==> config.mk <==
export PLATFORM = sky130hd
export DESIGN_NAME = mul_seq_ctrl
export DESIGN_NICKNAME = d
export VERILOG_FILES = /design/src/rtl/mul_ctrl_pkg.sv /design/src/rtl/mul_step_counter.sv /design/src/rtl/mul_seq_ctrl.sv
export SDC_FILE = /design/constraint.sdc
export NUM_CORES = 1
export LEC_CHECK = 0
export ABC_AREA = 0
export BUFFER_PORTS_ARGS = -buffer_cell sky130_fd_sc_hd__buf_2
export CORE_AREA = 8 8 45 47
export DETAILED_ROUTE_END_ITERATION = 12
export DIE_AREA = 0 0 53 55
export GPL_TIMING_DRIVEN = 0
export HOLD_SLACK_MARGIN = 0.12
export PLACE_DENSITY = 0.52
export SYNTH_ARGS = -nofsm -noshare
export SYNTH_HDL_FRONTEND = slang
export SYNTH_SLANG_ARGS = --single-unit
==> constraint.sdc <==
create_clock -name clk -period 2.1 [get_ports clk]
set_input_delay 0.315 -clock clk [delete_from_list [all_inputs] [get_ports clk]]
set_output_delay 0.315 -clock clk [all_outputs]
set_load 0.005 [all_outputs]
==> src/rtl/mul_ctrl_pkg.sv <==
// Shared types for the K-bit shift-multiplier sequencer: FSM state and step-count helper.
// Latency: n/a (types and constant functions only).
// Backpressure: n/a.
package mul_ctrl_pkg;

  typedef enum logic [1:0] {
    IDLE = 2'd0,
    LOAD = 2'd1,
    RUN  = 2'd2,
    DONE = 2'd3
  } state_t;

  function automatic int ceil_div(input int a, input int b);
    return (a + b - 1) / b;
  endfunction

endpackage

==> src/rtl/mul_step_counter.sv <==
// Step index counter: clear has priority over enable, tc flags index STEPS-1.
// Latency: cnt updates one cycle after en/clr; tc is a combinational decode of cnt.
// Backpressure: none; advances on every en cycle.
module mul_step_counter #(
  parameter int STEPS = 4,
  parameter int CW    = 3
) (
  input  logic          clk,
  input  logic          rst_n,
  input  logic          clr,
  input  logic          en,
  output logic [CW-1:0] cnt,
  output logic          tc
);

  always_ff @(posedge clk) begin
    if (!rst_n) begin
      cnt <= '0;
    end else if (clr) begin
      cnt <= '0;
    end else if (en) begin
      cnt <= cnt + CW'(1);
    end
  end

  assign tc = (cnt == CW'(STEPS - 1));

endmodule

==> src/rtl/mul_seq_ctrl.sv <==
// Sequencer for the K-bit right-shift multiplier: load pulse, ceil(N/K) steps, done pulse.
// Latency: req accepted at edge t -> load t+1, steps t+2..t+STEPS+1, done t+STEPS+2.
// Backpressure: req ignored while busy (no queueing); MUL_EARLY_TERM_EN enables rem_zero early exit.
module mul_seq_ctrl
  import mul_ctrl_pkg::*;
#(
  parameter  int N     = 16,
  parameter  int K     = 4,
  localparam int STEPS = ceil_div(N, K),
  localparam int CW    = $clog2(STEPS + 1)
) (
  input  logic          clk,
  input  logic          rst_n,
  input  logic          req,
  input  logic          is_signed,
  input  logic          rem_zero,
  output logic          busy,
  output logic          load,
  output logic          step_en,
  output logic          sign_step,
  output logic [CW-1:0] step_cnt,
  output logic          done
);

  state_t        state;
  state_t        state_nxt;
  logic          accept;
  logic          signed_flag;
  logic          last;
  logic          tc;
  logic [CW-1:0] cnt;

  always_ff @(posedge clk) begin
    if (!rst_n) begin
      state <= IDLE;
    end else begin
      state <= state_nxt;
    end
  end

  always_comb begin
    state_nxt = state;
    accept    = 1'b0;
    unique case (state)
      IDLE: begin
        if (req) begin
          state_nxt = LOAD;
          accept    = 1'b1;
        end
      end
      LOAD: state_nxt = RUN;
      RUN: begin
        if (last) state_nxt = DONE;
      end
      DONE: begin
        // A request in the done cycle chains straight into the next load.
        if (req) begin
          state_nxt = LOAD;
          accept    = 1'b1;
        end else begin
          state_nxt = IDLE;
        end
      end
      default: state_nxt = IDLE;
    endcase
  end

  always_ff @(posedge clk) begin
    if (!rst_n) begin
      signed_flag <= 1'b0;
    end else if (accept) begin
      signed_flag <= is_signed;
    end
  end

  // Clearing on the last step leaves the index at zero for DONE and the next LOAD.
  mul_step_counter #(
    .STEPS (STEPS),
    .CW    (CW)
  ) u_step_counter (
    .clk   (clk),
    .rst_n (rst_n),
    .clr   ((state != RUN) | last),
    .en    (state == RUN),
    .cnt   (cnt),
    .tc    (tc)
  );

`ifdef MUL_EARLY_TERM_EN
  assign last = tc | rem_zero;
`else
  logic unused_rem_zero;
  assign unused_rem_zero = rem_zero;
  assign last = tc;
`endif

  assign load      = (state == LOAD);
  assign step_en   = (state == RUN);
  assign busy      = load | step_en;
  assign done      = (state == DONE);
  assign sign_step = step_en & signed_flag & last;
  assign step_cnt  = step_en ? cnt : '0;

endmodule

==> results of run 1 <==
-- power by group --
group          internal, uW  switching (uW)
registers               141            25.1
logic                   117             122
clock network          64.5            40.1
total                   323             187
-- logic make-up after synthesis --
| kind of cell | share of synthesized area, % |
|---|---|
| DFF | 32.2 |
| adders and majority gates | 26.8 |
| muxes | 2.68 |
| AOI/OAI and AO/OA | 10.4 |
| and+or+nand+nor | 24.8 |
| buffers and inverters | 3.02 |
-- area by class of cell --
cell class	count	area share, %
Timing Repair Buffer	11	11.7
Multi-Input combinational cell	28	51.3
Sequential cell	6	25.5
Tap cell	16	4.26
Inverter	3	2.39
Clock buffer	3	4.79
-- stage by stage --
step | util (%) | hold WS [ns]
finish | 34.0 | 0.336
CTS | 34.0 | 0.329
detailed placement | 32.4 | 0.446
floorplan | - | 0.410
global route | 34.0 | 0.332
global placement | 32.4 | 0.432
-- layer usage --
layer	vias up	global-route usage (%)
met3	2	4.01
met5	-	0
li1	157	-
met4	0	7.76
met1	129	5.18
met2	8	8.59
-- path summary, 6_finish.rpt --
| kind | slack (ns) | from | end | cells after the start |
|---|---|---|---|---|
| worst max register to register | 0.67 | state[0]$_SDFFE_PN0P_ | state[1]$_SDFFE_PN0P_ | 5 |
| worst min register to register | 0.45 | u_step_counter.cnt[0]$_SDFFE_PP0N_ | u_step_counter.cnt[0]$_SDFFE_PP0N_ | 1 |
| worst min-delay path | 0.34 | is_signed | signed_flag$_SDFFE_PN0P_ | 3 |
| worst max-delay path | 0.49 | u_step_counter.cnt[0]$_SDFFE_PP0N_ | sign_step | 4 |
-- flip-flops by register name, indices dropped and copies added, names as in the netlist --
| name | flops |
|---|---|
| state | 2 |
| u_step_counter.cnt | 3 |
| signed_flag | 1 |
-- cell usage in the layout (no fill, tap or decap), types with 3 or more instances in the layout --
master,count
buf_2,11
ha_1,8
dfxtp_1,6
inv_1,3
and2_2,3
nor2b_1,3
nor2_1,3
clkbuf_4,3
-- critical path: stages (launching register included) --
cell and delay, ns:
dfxtp_1 0.32, ha_1 0.21, ha_1 0.23, and3_1 0.19, buf_2 0.12
==> parameters.txt, run 1 <==
Parameter                              Value

Finish
  Share of final-layout standard cells stronger than drive strength 1 ... 37.3%
  Layout net count ... 66
  Fill cell count ... 155
  Footprint of the flip-flops and latches ... 120 sq um
  Area grow syn2layout ... 26.2%
  Cell area after layout ... 470 sq um
  Final standard cell count with taps included and fillers excluded ... 67
  Total area of multi-input combinational cells ... 241 sq um
  Diode insertion count for antenna repair ... 0

Place
  Pre-CTS WS ... 0.661 ns
  Routability cong. ... 0.699
  Number of I/O port buffers ... 11
  Detailed-placement wirelength estimate ... 591 um
  Placement Cell Area ... 448 sq um
  Post-placement cell count ... 64

GRT
  First-pass GRT wire length ... 1190 um
  Number of antenna violations at the first check in global routing ... 0
  Vias in the first global route ... 268
  Grt total ovfl ... 0
  All-Layer GR Usage ... 6.07%
  Maximum number of pins on one net before global-route repair ... 7

Drt
  Antenna violation net count after detailed routing ... 0
  Number of vias in the routed layout ... 296
  First-pass DRT Iterations ... 2
  Length of routed met3 wiring ... 72 um
  Per-cell via count in the routed design ... 4.42
  Post-detailed-routing wire length ... 730 um
  Post-Route M1 WL ... 301 um
  Average wire per cell in the routed design ... 10.9 um
  Top sig layer ... met4
  Residual DRC ... 0
  Met2 wire length ... 336 um
  DRT iter0 DRCs ... 4

Yosys
  Most frequently used cell type in the post-synthesis netlist ... ha_1
  Synthesized net count ... 50
  Sequential area share after synthesis ... 32.2%
  Synth top area cells ... dfxtp_1 32%, ha_1 27%, and2_2 6.0%, nor2b_1 5.0%, nor2b_4 3.7%
  Synth top area share ... 32.2%
  Count of mapped cells out of synthesis ... 37
  Synthesis-stage register bit count ... 6
  Number of enable-type register cells in the synthesized netlist ... 0
  Cell types with the highest counts after synthesis ... 8 x ha_1, 6 x dfxtp_1
  Synth cell types ... 17
  Count of synthesis-stage warnings from yosys ... 0
  Summed instance area of the synthesized netlist ... 373 sq um
  Area leader, netlist ... dfxtp_1
  Synth Area per Inst ... 10.1 sq um
  Proportion of register bits with asynchronous set or reset after synthesis ... 0%
  Post-synth top flop ... dfxtp_1

Timing
  Unrepaired setup endpoints after global routing ... no
  Timing-limited maximum frequency ... 0.620 GHz
  Post-route clock period utilization ... 76.8%
  Worst max-slew margin expressed relative to the limit ... 82.8%
  Worst Max-Slew Pin Slew ... 0.258 ns
  Setup ws final ... 0.486 ns
  Sum Neg Setup Slack ... 0 ns
  Setup Skew ... 0.00311 ns
  Setup violations, final ... 0
  Minimum clock period ... 1.61 ns
  Hold Violations, Final ... 0
  Final count of pins violating max slew ... 0

Worst setup path
  CP Data Arrival Time ... 1.30 ns
  Critical Path Sink Type ... output port
  Largest fanout of any net on the critical path ... 3
  Setup CP Type ... reg2out
  Crit path launch type ... flop
  Worst Path Required ... 1.78 ns

Power
  Leakage component of the power ... 0.000244 uW
  Power Density ... 1080 nW/um^2
  Peak supply drop ... 0.000266 V
  Post-layout total power ... 510 uW

CTS
  Cts hold-fix bufs ... 0
  Post-CTS Setup Inserts ... 0
  Total clock sinks ... 6
  Insertion delay to the later sink of the worst-skew pair ... 0.24 ns
  CTS tree ... done
  Master cell of the clock root buffer ... clkbuf_4
  Total CTS buffers ... 3
  Clock H-tree levels ... 1
  Register clock-pin slew on the reported worst setup and hold paths ... 0.05 ns
  Number of gates resized after CTS ... 0
  Maximum buffer depth of the clock tree ... 2

Floorplan
  Die span in x ... 53 um
  Core Region ... 1380 sq um
  # rows ... 14
  Die Y-Extent ... 55 um
  Initial core utilization ... 26.9%
  Boundary pin count ... 13
  Total Die Area ... 2920 sq um

Status
  Run status ... complete, no violations

Hold path
  Worst min-delay path class ... in2reg

Run
  Max-cap violations ... 0
No activity file was read; power rests on OpenSTA's default activity.
==> run 2: changes to the inputs <==
PLACE_DENSITY = 0.54   (was 0.52)
clock period = 1.4 ns   (was 2.1 ns; I/O delays follow)
==> parameters.txt, run 2 (synthesized netlist as in run 1, its figures left out) <==
Parameter                              Value

Hold path
  Worst min-delay path class ... in2reg

Worst setup path
  Cells traversed along the worst timing path ... inv_2 > ha_2 > and2_2 > buf_2
  CP Data Arrival Time ... 1.14 ns (-0.16 ns)
  Buffering stage count on the worst path with inverters included ... 2 (+1)
  Largest stage delay on the critical path ... 0.33 ns (about the same)
  Crit path launch type ... flop
  Largest fanout of any net on the critical path ... 6 (+3)
  Kind of cell with the highest combined delay on the critical path ... flip-flops
  Worst Path Required ... 1.19 ns (-0.59 ns)
  Critical Path Sink Type ... output port
  Setup CP Type ... reg2out
  Slowest cell on the critical path ... dfxtp_2

Place
  Pre-CTS WS ... -0.0740 ns (-0.735 ns)
  Detailed-placement wirelength estimate ... 589 um (-0.36%)
  Routability cong. ... 0.615 (-12%)
  Number of I/O port buffers ... 11 (unchanged)

Drt
  Per-cell via count in the routed design ... 4.38 (-0.93%)
  Residual DRC ... 0 (unchanged)
  Average wire per cell in the routed design ... 11.0 um (+0.56%)
  Post-detailed-routing wire length ... 756 um (+3.6%)
  DRT iter0 DRCs ... 1 (-3)
  First-pass DRT Iterations ... 2 (unchanged)
  Antenna violation net count after detailed routing ... 0 (unchanged)
  Number of vias in the routed layout ... 302 (+2.0%)

Finish
  Share of final-layout standard cells stronger than drive strength 1 ... 58.5% (+21 points)
  Footprint of the flip-flops and latches ... 128 sq um (+6.2%)
  Total area of multi-input combinational cells ... 277 sq um (+15%)
  Largest registers ... u_step_counter.cnt (3), state (2), signed_flag (1)
  Diode insertion count for antenna repair ... 0 (unchanged)
  Most frequent standard cell in the layout excluding fill and tap cells ... buf_2
  Layout net count ... 68 (+3.0%)
  Leading cell types in the layout, fill and taps excluded ... 11 x buf_2, 5 x ha_1
  Area grow syn2layout ... 41.6%
  Largest register FFs ... 3 (unchanged)
  Fill cell count ... 150 (-3.2%)
  Register ranked first by flip-flop count ... u_step_counter.cnt

CTS
  CTS tree ... done
  Master cell of the clock root buffer ... clkbuf_4
  Total CTS buffers ... 3 (unchanged)
  Clock H-tree levels ... 1 (unchanged)
  Maximum buffer depth of the clock tree ... 2 (unchanged)
  Total clock sinks ... 6 (unchanged)
  Register clock-pin slew on the reported worst setup and hold paths ... 0.05 ns (about the same)
  Insertion delay to the later sink of the worst-skew pair ... 0.24 ns (about the same)

Timing
  Worst Max-Slew Pin Slew ... 0.197 ns (-0.0607 ns)
  Setup ws final ... 0.0538 ns (-0.432 ns)
  Hold Violations, Final ... 0 (unchanged)
  Final count of pins violating max slew ... 0 (unchanged)
  Sum Neg Setup Slack ... 0 ns (unchanged)
  Post-route clock period utilization ... 96.2%
  Minimum clock period ... 1.35 ns
  Unrepaired setup endpoints after global routing ... no
  Worst max-slew margin expressed relative to the limit ... 86.7% (+4.0 points)
  Timing-limited maximum frequency ... 0.743 GHz
  Setup violations, final ... 0 (unchanged)
  Setup Skew ... 0.000444 ns (-0.00266 ns)

GRT
  Grt total ovfl ... 0 (unchanged)
  Maximum number of pins on one net before global-route repair ... 7 (unchanged)
  Vias in the first global route ... 287 (+7.1%)
  All-Layer GR Usage ... 5.74% (-0.33 points)
  First-pass GRT wire length ... 1140 um (-4.0%)
  Number of antenna violations at the first check in global routing ... 0 (unchanged)

Floorplan
  Total Die Area ... 2920 sq um (unchanged)
  Core Region ... 1380 sq um (unchanged)
  Initial core utilization ... 26.9% (unchanged)
  Boundary pin count ... 13 (unchanged)
  Die span in x ... 53 um (unchanged)
  # rows ... 14 (unchanged)
  Die Y-Extent ... 55 um (unchanged)

Status
  Run status ... complete, no violations

Power
  Peak supply drop ... 0.000437 V (+65%)
  Leakage component of the power ... 0.000259 uW (+6.1%)
  Power Density ... 1560 nW/um^2 (+44%)
  Post-layout total power ... 824 uW (+62%)

Run
  Max-cap violations ... 0 (unchanged)
run 2: per-layer routing:
layer	vias up	wire length, um	global-route usage [%]	share of wire (%)
met4	0	27	9.05	3.6
met1	132	311	5.48	41
met3	2	50	1.87	6.6
met5	-	0	0	0
met2	7	367	8.01	49
li1	161	-	-	-
run 2: final cells by class:
cell class                      count  share of cell area (%)
Clock buffer                        3                    4.27
Inverter                            3                    2.13
Multi-Input combinational cell     28                    52.4
Sequential cell                     6                    24.2
Tap cell                           16                    3.79
Timing Repair Buffer               13                    13.3
run 2: path summary, 6_finish.rpt:
check / startpoint / to / slack [ns] / cells after the start
worst max-delay path: state[0]$_SDFFE_PN0P_ / step_cnt[0] / 0.05 / 4
worst min-delay path: is_signed / signed_flag$_SDFFE_PN0P_ / 0.23 / 3
worst max register to register: state[0]$_SDFFE_PN0P_ / state[0]$_SDFFE_PN0P_ / 0.05 / 4
worst min register to register: u_step_counter.cnt[0]$_SDFFE_PP0N_ / u_step_counter.cnt[0]$_SDFFE_PP0N_ / 0.44 / 1
run 2: worst reg2reg max path: stages (launching register included):
cell and delay [ns]:
dfxtp_2 0.32, buf_4 0.13, ha_1 0.20, a211o_1 0.30
o311a_1 0.29
run 2: metrics by stage:
stage               cell area (sq um)  utilization, %  hold slack, ns  std cells
global route                      528            38.2           0.235         69
detailed placement                448            32.4           0.432         64
floorplan                         373               -           0.338         37
finish                            528            38.2           0.227         69
CTS                               500            36.2           0.220         68
global placement                  448            32.4           0.431         64
run 2: repair_timing:
| action | CTS | global route |
|---|---|---|
| buffers inserted | 1 | 1 |
| hold buffers | 0 | 0 |
| setup endpoints to repair | 7 | 6 |
| pin swaps | 4 | 2 |
| endpoints found under the hold margin | 0 | 0 |
| resized for setup | 9 | 5 |
run 2: power breakdown:
group          switching (uW)  internal [uW]  total, uW  leakage (uW)
logic                     189            211        399      0.000195
registers                41.0            224        265     0.0000509
clock network            63.4           97.1        160     0.0000138
==> run 3: changes to the inputs <==
BUFFER_PORTS_ARGS = -buffer_cell sky130_fd_sc_hd__clkbuf_2   (was -buffer_cell sky130_fd_sc_hd__buf_2)
PLACE_DENSITY = 0.52   (was 0.54)
clock period = 1.3 ns   (was 1.4 ns; I/O delays follow)
==> parameters.txt, run 3 (synthesized netlist as in run 1, its figures left out) <==
Parameter                              Value

Status
  Run status ... complete, but fails checks
  Failing checks ... negative setup slack

CTS
  Total clock sinks ... 6 (unchanged)
  Clock H-tree levels ... 1 (unchanged)
  Maximum buffer depth of the clock tree ... 2 (unchanged)
  Insertion delay to the later sink of the worst-skew pair ... 0.23 ns (about the same)
  Master cell of the clock root buffer ... clkbuf_4
  Register clock-pin slew on the reported worst setup and hold paths ... 0.05 ns (about the same)
  CTS tree ... done
  Total CTS buffers ... 3 (unchanged)

Worst setup path
  CP Data Arrival Time ... 1.12 ns (-0.02 ns)
  Setup CP Type ... reg2out
  Crit path launch type ... flop
  Critical Path Sink Type ... output port
  Worst Path Required ... 1.11 ns (-0.08 ns)
  Largest fanout of any net on the critical path ... 2 (-4)

Power
  Seq pwr share ... 29.5% (-2.6 points)
  Internal Dissipation ... 697 uW (+31%)
  Peak supply drop ... 0.000717 V (+64%)
  Power Density ... 1760 nW/um^2 (+13%)
  Leakage component of the power ... 0.000269 uW (+3.6%)
  Clk pwr share ... 14.9% (-4.6 points)
  Share of power burned in combinational logic ... 55.7% (+7.3 points)
  Post-layout total power ... 1110 uW (+34%)
  Switching power as a share of total power ... 37.1% (+1.5 points)
  Switch Pwr ... 411 uW (+40%)

Finish
  Final standard cell count with taps included and fillers excluded ... 70 (+1.4%)
  Post-Route Utilization ... 45.5% (+7.3 points)
  Share of final-layout standard cells stronger than drive strength 1 ... 70.4% (+12 points)
  Largest register FFs ... 3 (unchanged)
  Diode insertion count for antenna repair ... 0 (unchanged)
  Most frequent standard cell in the layout excluding fill and tap cells ... clkbuf_2
  Footprint of the flip-flops and latches ... 130 sq um (+2.0%)
  Area grow syn2layout ... 68.8%
  Largest registers ... u_step_counter.cnt (3), state (2), signed_flag (1)
  Register ranked first by flip-flop count ... u_step_counter.cnt
  Leading cell types in the layout, fill and taps excluded ... 9 x clkbuf_2, 6 x ha_4, 4 x buf_6, 3 x nor2_1, 3 x clkbuf_4
  Fill cell count ... 126 (-16%)
  Layout net count ... 69 (+1.5%)
  Total area of multi-input combinational cells ... 338 sq um (+22%)

Timing
  Hold Violations, Final ... 0 (unchanged)
  Unrepaired setup endpoints after global routing ... yes
  Worst Max-Slew Pin Slew ... 0.133 ns (-0.0640 ns)
  Final count of pins violating max slew ... 0 (unchanged)
  Worst max-slew margin expressed relative to the limit ... 90.9% (+4.1 points)
  Minimum clock period ... 1.31 ns
  Setup Skew ... 0.00461 ns (+0.00416 ns)
  Post-route clock period utilization ... 101%
  Setup ws final ... -0.0142 ns (-0.0680 ns)
  Setup violations, final ... 2 (+2)
  Timing-limited maximum frequency ... 0.761 GHz

GRT
  First-pass GRT wire length ... 1370 um (+21%)
  All-Layer GR Usage ... 6.23% (+0.49 points)
  Vias in the first global route ... 336 (+17%)
  Maximum number of pins on one net before global-route repair ... 7 (unchanged)
  Grt total ovfl ... 0 (unchanged)
  Number of antenna violations at the first check in global routing ... 0 (unchanged)

Drt
  Length of routed met3 wiring ... 49 um (-2.0%)
  Post-Route M1 WL ... 334 um (+7.4%)
  Average wire per cell in the routed design ... 12.1 um (+11%)
  Per-cell via count in the routed design ... 4.53 (+3.5%)
  Residual DRC ... 0 (unchanged)
  First-pass DRT Iterations ... 1 (-1)
  DRT iter0 DRCs ... 0 (-1)
  Number of vias in the routed layout ... 317 (+5.0%)
  Post-detailed-routing wire length ... 848 um (+12%)
  Top sig layer ... met4
  Met2 wire length ... 450 um (+23%)
  Antenna violation net count after detailed routing ... 0 (unchanged)

Place
  Number of I/O port buffers ... 11 (unchanged)
  Post-placement cell count ... 64 (unchanged)
  Pre-CTS WS ... -0.110 ns (-0.0360 ns)
  Detailed-placement wirelength estimate ... 589 um (about the same)
  Routability cong. ... 0.669 (+8.8%)

Floorplan
  Die Y-Extent ... 55 um (unchanged)
  # rows ... 14 (unchanged)
  Die span in x ... 53 um (unchanged)
  Total Die Area ... 2920 sq um (unchanged)
  Initial core utilization ... 26.9% (unchanged)
  Boundary pin count ... 13 (unchanged)
  Core Region ... 1380 sq um (unchanged)

Run
  Max-cap violations ... 0 (unchanged)

Hold path
  Worst min-delay path class ... in2reg
[run 3: area by class of cell]
type / count / area share (%)
Clock buffer: 3 / 3.58
Sequential cell: 6 / 20.7
Multi-Input combinational cell: 28 / 53.7
Timing Repair Buffer: 14 / 15.5
Tap cell: 16 / 3.18
Inverter: 3 / 3.38
[run 3: path summary, 6_finish.rpt]
path / start / end / slack [ns] / cells past startpoint
max: u_step_counter.cnt[0]$_SDFFE_PP0N_ / sign_step / -0.01 / 4
min: rst_n / u_step_counter.cnt[0]$_SDFFE_PP0N_ / 0.25 / 3
max reg2reg: state[1]$_SDFFE_PN0P_ / state[1]$_SDFFE_PN0P_ / -0.01 / 5
min reg2reg: u_step_counter.cnt[0]$_SDFFE_PP0N_ / u_step_counter.cnt[0]$_SDFFE_PP0N_ / 0.53 / 2
[run 3: stage by stage]
step | hold slack [ns] | area, sq um | setup TNS [ns]
final | 0.246 | 629 | -0.0214
after global routing | 0.257 | 629 | -0.223
after CTS | 0.229 | 573 | -0.0303
after detailed placement | 0.431 | 448 | -0.280
after global placement | 0.428 | 448 | -0.292
after floorplan | 0.323 | 373 | 0
[run 3: per-layer routing]
layer,vias to the layer above,GRT usage [%]
met3,2,1.34
li1,161,-
met4,0,5.17
met5,-,0
met2,8,9.57
met1,146,7.28
[run 3: power by group through the flow]
stage / sequential, uW / combinational [uW] / clock [uW]
floorplan: 263 / 279 / 0
global placement: 273 / 395 / 0
detailed placement: 273 / 395 / 0
CTS: 305 / 515 / 175
global route: 336 / 683 / 187
finish: 326 / 617 / 165
[run 3: timing repair]
action / CTS / global route
pin swaps: 5 / 5
setup endpoints to repair: 8 / 6
gates resized for setup: 22 / 12
hold buffers: 0 / 0
endpoints found under the hold margin: 0 / 0
buffers inserted: 3 / 0
[run 3: critical path: stages, from the launching register on]
cell and delay [ns]:
dfxtp_2 0.33, ha_4 0.16, ha_4 0.15, and3_4 0.14
buf_6 0.11
